`src/rtl/robot_cmd_pkg.sv`:
```
// Shared encodings for the robot command arbiter: motion codes, IR/BT key bytes,
// ownership states and the decode helpers used by the arbiter.
package robot_cmd_pkg;

  localparam logic [3:0] MOT_STOP  = 4'd0;
  localparam logic [3:0] MOT_FWD   = 4'd1;
  localparam logic [3:0] MOT_BACK  = 4'd2;
  localparam logic [3:0] MOT_LEFT  = 4'd3;
  localparam logic [3:0] MOT_RIGHT = 4'd4;

  localparam logic [7:0] IR_FWD    = 8'h18;
  localparam logic [7:0] IR_BACK   = 8'h52;
  localparam logic [7:0] IR_LEFT   = 8'h08;
  localparam logic [7:0] IR_RIGHT  = 8'h5A;
  localparam logic [7:0] IR_STOP   = 8'h1C;
  localparam logic [7:0] IR_SERVO  = 8'h45;

  localparam logic [7:0] BT_FWD    = 8'h46; // 'F'
  localparam logic [7:0] BT_BACK   = 8'h42; // 'B'
  localparam logic [7:0] BT_LEFT   = 8'h4C; // 'L'
  localparam logic [7:0] BT_RIGHT  = 8'h52; // 'R'
  localparam logic [7:0] BT_STOP   = 8'h53; // 'S'
  localparam logic [7:0] BT_SERVO  = 8'h50; // 'P'

  localparam logic [1:0] SRC_NONE = 2'd0;
  localparam logic [1:0] SRC_AUTO = 2'd1;
  localparam logic [1:0] SRC_BT   = 2'd2;
  localparam logic [1:0] SRC_IR   = 2'd3;

  // State encoding equals the owner code so cmd_src is the state register itself.
  typedef enum logic [1:0] {
    ST_IDLE    = SRC_NONE,
    ST_AUTO    = SRC_AUTO,
    ST_BT_HOLD = SRC_BT,
    ST_IR_HOLD = SRC_IR
  } state_t;

  typedef struct packed {
    logic       valid;
    logic       toggle;
    logic [3:0] motion;
  } cmd_dec_t;

  function automatic int unsigned ms_to_cycles(input int unsigned clk_freq,
                                               input int unsigned ms);
    return clk_freq / 1000 * ms;
  endfunction

  function automatic cmd_dec_t decode_ir(input logic [7:0] code);
    cmd_dec_t d;
    d = '{valid: 1'b1, toggle: 1'b0, motion: MOT_STOP};
    case (code)
      IR_FWD:   d.motion = MOT_FWD;
      IR_BACK:  d.motion = MOT_BACK;
      IR_LEFT:  d.motion = MOT_LEFT;
      IR_RIGHT: d.motion = MOT_RIGHT;
      IR_STOP:  d.motion = MOT_STOP;
      IR_SERVO: d.toggle = 1'b1;
      default:  d.valid  = 1'b0;
    endcase
    return d;
  endfunction

  function automatic cmd_dec_t decode_bt(input logic [7:0] code);
    cmd_dec_t d;
    d = '{valid: 1'b1, toggle: 1'b0, motion: MOT_STOP};
    case (code)
      BT_FWD:   d.motion = MOT_FWD;
      BT_BACK:  d.motion = MOT_BACK;
      BT_LEFT:  d.motion = MOT_LEFT;
      BT_RIGHT: d.motion = MOT_RIGHT;
      BT_STOP:  d.motion = MOT_STOP;
      BT_SERVO: d.toggle = 1'b1;
      default:  d.valid  = 1'b0;
    endcase
    return d;
  endfunction

endpackage

```
`src/rtl/robot_cmd_arbiter_cmd_hold_timer.sv`:
```
// Loadable hold-window down-counter; o_expired flags the cycle in which the
// count reaches zero so the owner can be released on the following edge.
module cmd_hold_timer #(
  parameter int TMR_W = 26
) (
  input  logic             clk,
  input  logic             rst_n,
  input  logic             i_load,
  input  logic [TMR_W-1:0] i_load_val,
  input  logic             i_dec,
  output logic             o_expired
);

  logic [TMR_W-1:0] r_count;

  // NOTE: sequential state uses <= so every flop samples pre-edge values.
  always_ff @(posedge clk or negedge rst_n) begin
    if (!rst_n) begin
      r_count <= '0;
    end else if (i_load) begin
      r_count <= i_load_val;
    end else if (i_dec && (r_count != '0)) begin
      r_count <= r_count - TMR_W'(1);
    end
  end

  assign o_expired = (r_count == '0) || (r_count == TMR_W'(1));

endmodule

```
`src/rtl/robot_cmd_arbiter.sv`:
```
// Owns the single robot motion command: IR beats BT beats autonomous, with
// hold timeouts for the remote sources and a servo-enable toggle.
module robot_cmd_arbiter
  import robot_cmd_pkg::*;
#(
  parameter int CLK_FREQ   = 50_000_000,
  parameter int IR_HOLD_MS = 120,
  parameter int BT_HOLD_MS = 1000,
  parameter int TMR_W      = 26
) (
  input  logic       clk,
  input  logic       rst_n,
  input  logic [7:0] ir_data,
  input  logic       ir_data_en,
  input  logic       ir_repeat_en,
  input  logic [7:0] bt_code,
  input  logic       bt_valid,
  input  logic       auto_en,
  input  logic [3:0] auto_cmd,
  output logic [3:0] motion_cmd,
  output logic [1:0] cmd_src,
  output logic       cmd_strobe,
  output logic       sg90_en
);

  localparam logic [TMR_W-1:0] IR_LOAD = TMR_W'(ms_to_cycles(CLK_FREQ, IR_HOLD_MS));
  localparam logic [TMR_W-1:0] BT_LOAD = TMR_W'(ms_to_cycles(CLK_FREQ, BT_HOLD_MS));

  state_t           r_state;
  logic [3:0]       r_motion;
  logic             r_strobe;
  logic             r_sg90;

  state_t           w_next_state;
  logic [3:0]       w_next_motion;
  logic             w_next_sg90;
  logic             w_load;
  logic [TMR_W-1:0] w_load_val;
  logic             w_dec;
  logic             w_expired;
  cmd_dec_t         w_ir;
  cmd_dec_t         w_bt;
  logic             w_ir_hit;
  logic             w_bt_hit;

  assign w_ir = decode_ir(ir_data);
  assign w_bt = decode_bt(bt_code);

  // A recognised IR byte in the same cycle discards BT; IR ownership blocks BT entirely.
  assign w_ir_hit = ir_data_en & w_ir.valid;
  assign w_bt_hit = bt_valid & w_bt.valid & ~w_ir_hit & (r_state != ST_IR_HOLD);

  cmd_hold_timer #(
    .TMR_W(TMR_W)
  ) u_hold_timer (
    .clk        (clk),
    .rst_n      (rst_n),
    .i_load     (w_load),
    .i_load_val (w_load_val),
    .i_dec      (w_dec),
    .o_expired  (w_expired)
  );

  // NOTE: every signal gets a default before any branch, so no path infers a latch.
  always_comb begin
    w_next_state  = r_state;
    w_next_motion = r_motion;
    w_load        = 1'b0;
    w_load_val    = IR_LOAD;
    w_dec         = 1'b0;
    w_next_sg90   = r_sg90 ^ ((w_ir_hit & w_ir.toggle) | (w_bt_hit & w_bt.toggle));

    if (w_ir_hit && !w_ir.toggle) begin
      w_next_state  = ST_IR_HOLD;
      w_next_motion = w_ir.motion;
      w_load        = 1'b1;
      w_load_val    = IR_LOAD;
    end else if (w_bt_hit && !w_bt.toggle) begin
      w_next_state  = ST_BT_HOLD;
      w_next_motion = w_bt.motion;
      w_load        = 1'b1;
      w_load_val    = BT_LOAD;
    end else begin
      case (r_state)
        ST_IDLE: begin
          w_next_motion = MOT_STOP;
          if (auto_en) begin
            w_next_state  = ST_AUTO;
            w_next_motion = auto_cmd;
          end
        end
        ST_AUTO: begin
          if (auto_en) begin
            w_next_motion = auto_cmd;
          end else begin
            w_next_state  = ST_IDLE;
            w_next_motion = MOT_STOP;
          end
        end
        ST_BT_HOLD, ST_IR_HOLD: begin
          w_dec = 1'b1;
          if ((r_state == ST_IR_HOLD) && ir_repeat_en) begin
            w_load     = 1'b1;
            w_load_val = IR_LOAD;
          end else if (w_expired) begin
            w_next_state  = auto_en ? ST_AUTO : ST_IDLE;
            w_next_motion = auto_en ? auto_cmd : MOT_STOP;
          end
        end
        default: begin
          w_next_state  = ST_IDLE;
          w_next_motion = MOT_STOP;
        end
      endcase
    end
  end

  always_ff @(posedge clk or negedge rst_n) begin
    if (!rst_n) begin
      r_state  <= ST_IDLE;
      r_motion <= MOT_STOP;
      r_strobe <= 1'b0;
      r_sg90   <= 1'b0;
    end else begin
      r_state  <= w_next_state;
      r_motion <= w_next_motion;
      r_strobe <= (w_next_motion != r_motion) || (w_next_state != r_state);
      r_sg90   <= w_next_sg90;
    end
  end

  assign motion_cmd = r_motion;
  assign cmd_src    = r_state;
  assign cmd_strobe = r_strobe;
  assign sg90_en    = r_sg90;

endmodule

```
`config.mk`:
```
export PLATFORM = sky130hd
export DESIGN_NAME = robot_cmd_arbiter
export DESIGN_NICKNAME = d
export VERILOG_FILES = /design/src/rtl/robot_cmd_pkg.sv /design/src/rtl/robot_cmd_arbiter_cmd_hold_timer.sv /design/src/rtl/robot_cmd_arbiter.sv
export SDC_FILE = /design/constraint.sdc
export NUM_CORES = 1
export LEC_CHECK = 0
export CAP_MARGIN = 20
export CORE_ASPECT_RATIO = 0.7
export CORE_MARGIN = 8
export CORE_UTILIZATION = 35
export CTS_CLUSTER_DIAMETER = 120
export DETAILED_ROUTE_END_ITERATION = 16
export SLEW_MARGIN = 10
export SYNTH_ARGS = -nofsm -noshare
export SYNTH_HDL_FRONTEND = slang
export SYNTH_SLANG_ARGS = --single-unit
```
`constraint.sdc`:
```
create_clock -name clk -period 6.4 [get_ports clk]
set_input_delay 0.96 -clock clk [delete_from_list [all_inputs] [get_ports clk]]
set_output_delay 0.96 -clock clk [all_outputs]
set_load 0.05 [all_outputs]
```
==> qor.yml <==
status: "completed"
dieArea_um2: 9980
start_kind: "input port"
grt.total_usage: 0.138
tns_ns: 0
p_clk_frac: 0.190
cts_resized: 0
swShare: 0.430
synth_nets: 295
diodes: 0
yosysWarningCount: 0
antenna_left: 0
fin_nets: 329
gp_congestion: 0.808
grt_start_max_net_pins: 35
finalCriticalPeriod_ns: 3.46
r2r-end: "cmd_strobe$_DFF_PN0_"
initialDrtViolationCount: 147
cts_buffer_depth: 2
holdPathEnd: "sg90_en$_DFF_PN0_"
cts_buffers: 5
core_um2: 6760
hold_buffers: 0
io_pins: 34
pre_cts_slack_ns: 2.65
synth_seq_cells: 34
synth_ff_type: "dfrtp_1"
power_per_cell_area_nw_per_um2: 306
grt_overflow: 0
path_max_fanout: 9
combPwrFrac: 0.434
p_int_uw: 513
numPortBuffers: 33
syn_area_um2: 2450
area_growth_syn_to_layout_pct: 20.1
drive_gt1_frac: 0.120
timing.fmax_mhz: 289
fin_util: 0.436
ff2ff_path_depth: 7
antenna_found_initial: 0
synth_area_leaders: "dfrtp_1, xnor2_1, nand2_1"
synthesis.instances: 266
rr_startpoint: "u_hold_timer.r_count[15]$_DFFE_PN0P_"
synth_top_area_frac: 0.347
timing.final.crit_share: 0.540
hold_class: "reg2reg"
viasPerCell: 5.35
num_rows: 25
vias: 2114
cts_num_sinks: 34
die_width_um: 116
setup_viol: 0
clkTransAtPathRegs_ns: 0.07
grt_setup_unrepaired: "no"
insertion_delay_ns: 0.29
leakage_nw: 1.06
reg2reg_slack_ns: 3.38
avgSynthCellArea_um2: 9.22
drv_cap: 0
holdPathStages: 1
fin_ws_ns: 2.94
die-height_um: 86.0
synth-edff-count: 0
clock_skew_ns: 0.00601
seq_area_frac_synth: 0.347
tightestPinTransition_ns: 0.928
wl_per_cell_um: 16.2
required_ns: 6.56
start_util: 0.363
slew_violations: 0
cp-end-kind: "register"
ctsRootBufferMaster: "clkbuf_8"
ir_drop_uv: 190
fill_cells: 684
final_area_um2: 2940
drc: 0
place_area_um2: 2850
ys_types: 66
cts_tree: "yes"
relSlewSlack: 0.376
place_hpwl_mm: 4.92
grt_pass1_wl_mm: 11.0
seqPwrFrac: 0.376
htreeDepth: 2
drt_pass1_iterations: 4
finalHoldViolations: 0
switching_power_uw: 387
grt_pass1_vias: 2119
async_flop_share: 1.00
synth.largest_area_cell: "dfrtp_1"
worst-setup-path-type: "in2reg"
crit_arrival_ns: 3.62
routed_wirelength_mm: 6.41
power_uw: 900
post-cts-setup-buffers: 0
hold_start: "sg90_en$_DFF_PN0_"
synth_stat cells (2+ instances only):
cell type	number
a2111oi_4	2
a211oi_1	3
a21o_1	2
a21oi_1	11
a2bb2oi_1	2
and2_1	3
and2_2	2
and3_1	3
clkbuf_1	2
clkbuf_8	2
dfrtp_1	34
ha_1	3
inv_1	7
mux2i_1	2
nand2_1	30
nand2_2	2
nand3_1	15
nand3b_1	2
nand4_1	2
nor2_1	25
nor3_1	12
nor4_1	6
nor4b_2	3
o211a_1	2
o21ai_0	13
o21ai_1	5
o2bb2ai_1	2
o31ai_4	2
or2_2	2
or3_1	2
or4_1	2
or4b_1	2
xnor2_1	15
xor2_1	12
flip-flops by register name (all words and copies together) (netlist names):
signal                count
motion_cmd                4
u_hold_timer.r_count     26
cmd_strobe                1
cmd_src                   2
sg90_en                   1
worst max path at each step:
stage,from,end,slack (ns)
CTS,bt_code[2],cmd_strobe$_DFF_PN0_,2.94
floorplan,ir_data[3],u_hold_timer.r_count[7]$_DFFE_PN0P_,3.57
global route,ir_data[0],u_hold_timer.r_count[14]$_DFFE_PN0P_,2.76
detailed placement,bt_code[2],cmd_strobe$_DFF_PN0_,2.65
global placement,bt_code[2],cmd_strobe$_DFF_PN0_,2.69
finish,bt_code[2],cmd_strobe$_DFF_PN0_,2.94
critical path, stage by stage:
cell and delay (ns):
clkdlybuf4s50_1 0.53, nor4b_2 0.36, a31oi_1 0.14, a211oi_4 0.70, nand2_2 0.24, and3_1 0.25, nor4_1 0.32, nand3_1 0.11
logic make-up after synthesis:
family,synth area share
and+or+nand+nor,0.285
AOI/OAI and AO/OA,0.213
DFF,0.347
xor gates and xnor gates,0.0964
adders and majority gates,0.0153
buffers and inverters,0.0347
muxes,0.00816
final cells by class:
type                            instances  area, um^2  area share
Clock inverter                          2        12.5     0.00425
Timing Repair Buffer                   34         338       0.115
Clock buffer                            6        82.6      0.0280
Tap cell                               94         118      0.0399
Sequential cell                        34         851       0.289
Inverter                                7        26.3     0.00892
Multi-Input combinational cell        218        1520       0.515
metal layers:
layer  wire [um]  vias up  global-route usage
li1            -     1044                   -
met4          44        0              0.0340
met5           0        -                   0
met1        3390     1014               0.213
met2        2530       51               0.178
met3         448        5              0.0379
power by group through the flow:
stage	clock [mW]	sequential [mW]	combinational (mW)
floorplan	0	0.384	0.225
global placement	0	0.340	0.390
detailed placement	0	0.341	0.389
CTS	0.176	0.337	0.391
global route	0.188	0.348	0.434
finish	0.171	0.339	0.391
cell usage in the layout, fill, tap and decap left out, types with 3 or more instances in the layout:
| cell | synthesis | layout |
|---|---|---|
| clkdlybuf4s50_1 | 0 | 33 |
| dfrtp_1 | 34 | 34 |
| nand2_1 | 30 | 30 |
| xnor2_1 | 15 | 15 |
| and3_1 | 3 | 3 |
| and2_1 | 3 | 3 |
| xor2_1 | 12 | 12 |
| o21ai_1 | 5 | 5 |
| a21oi_1 | 11 | 11 |
| nor3_1 | 12 | 12 |
| o21ai_0 | 13 | 13 |
| clkbuf_8 | 2 | 6 |
| nand3_1 | 15 | 15 |
| a211oi_1 | 3 | 3 |
| ha_1 | 3 | 3 |
| inv_1 | 7 | 7 |
| nor2_1 | 25 | 25 |
| nor4_1 | 6 | 6 |
| nor4b_2 | 3 | 3 |
metrics by stage:
step | hold slack [ns] | std cells
2_1_floorplan | 0.502 | 266
4_1_cts | 0.480 | 395
3_3_place_gp | 0.470 | 387
5_1_grt | 0.531 | 395
6_report | 0.475 | 395
3_5_place_dp | 0.471 | 387
Power figures use the tool's default switching activity.
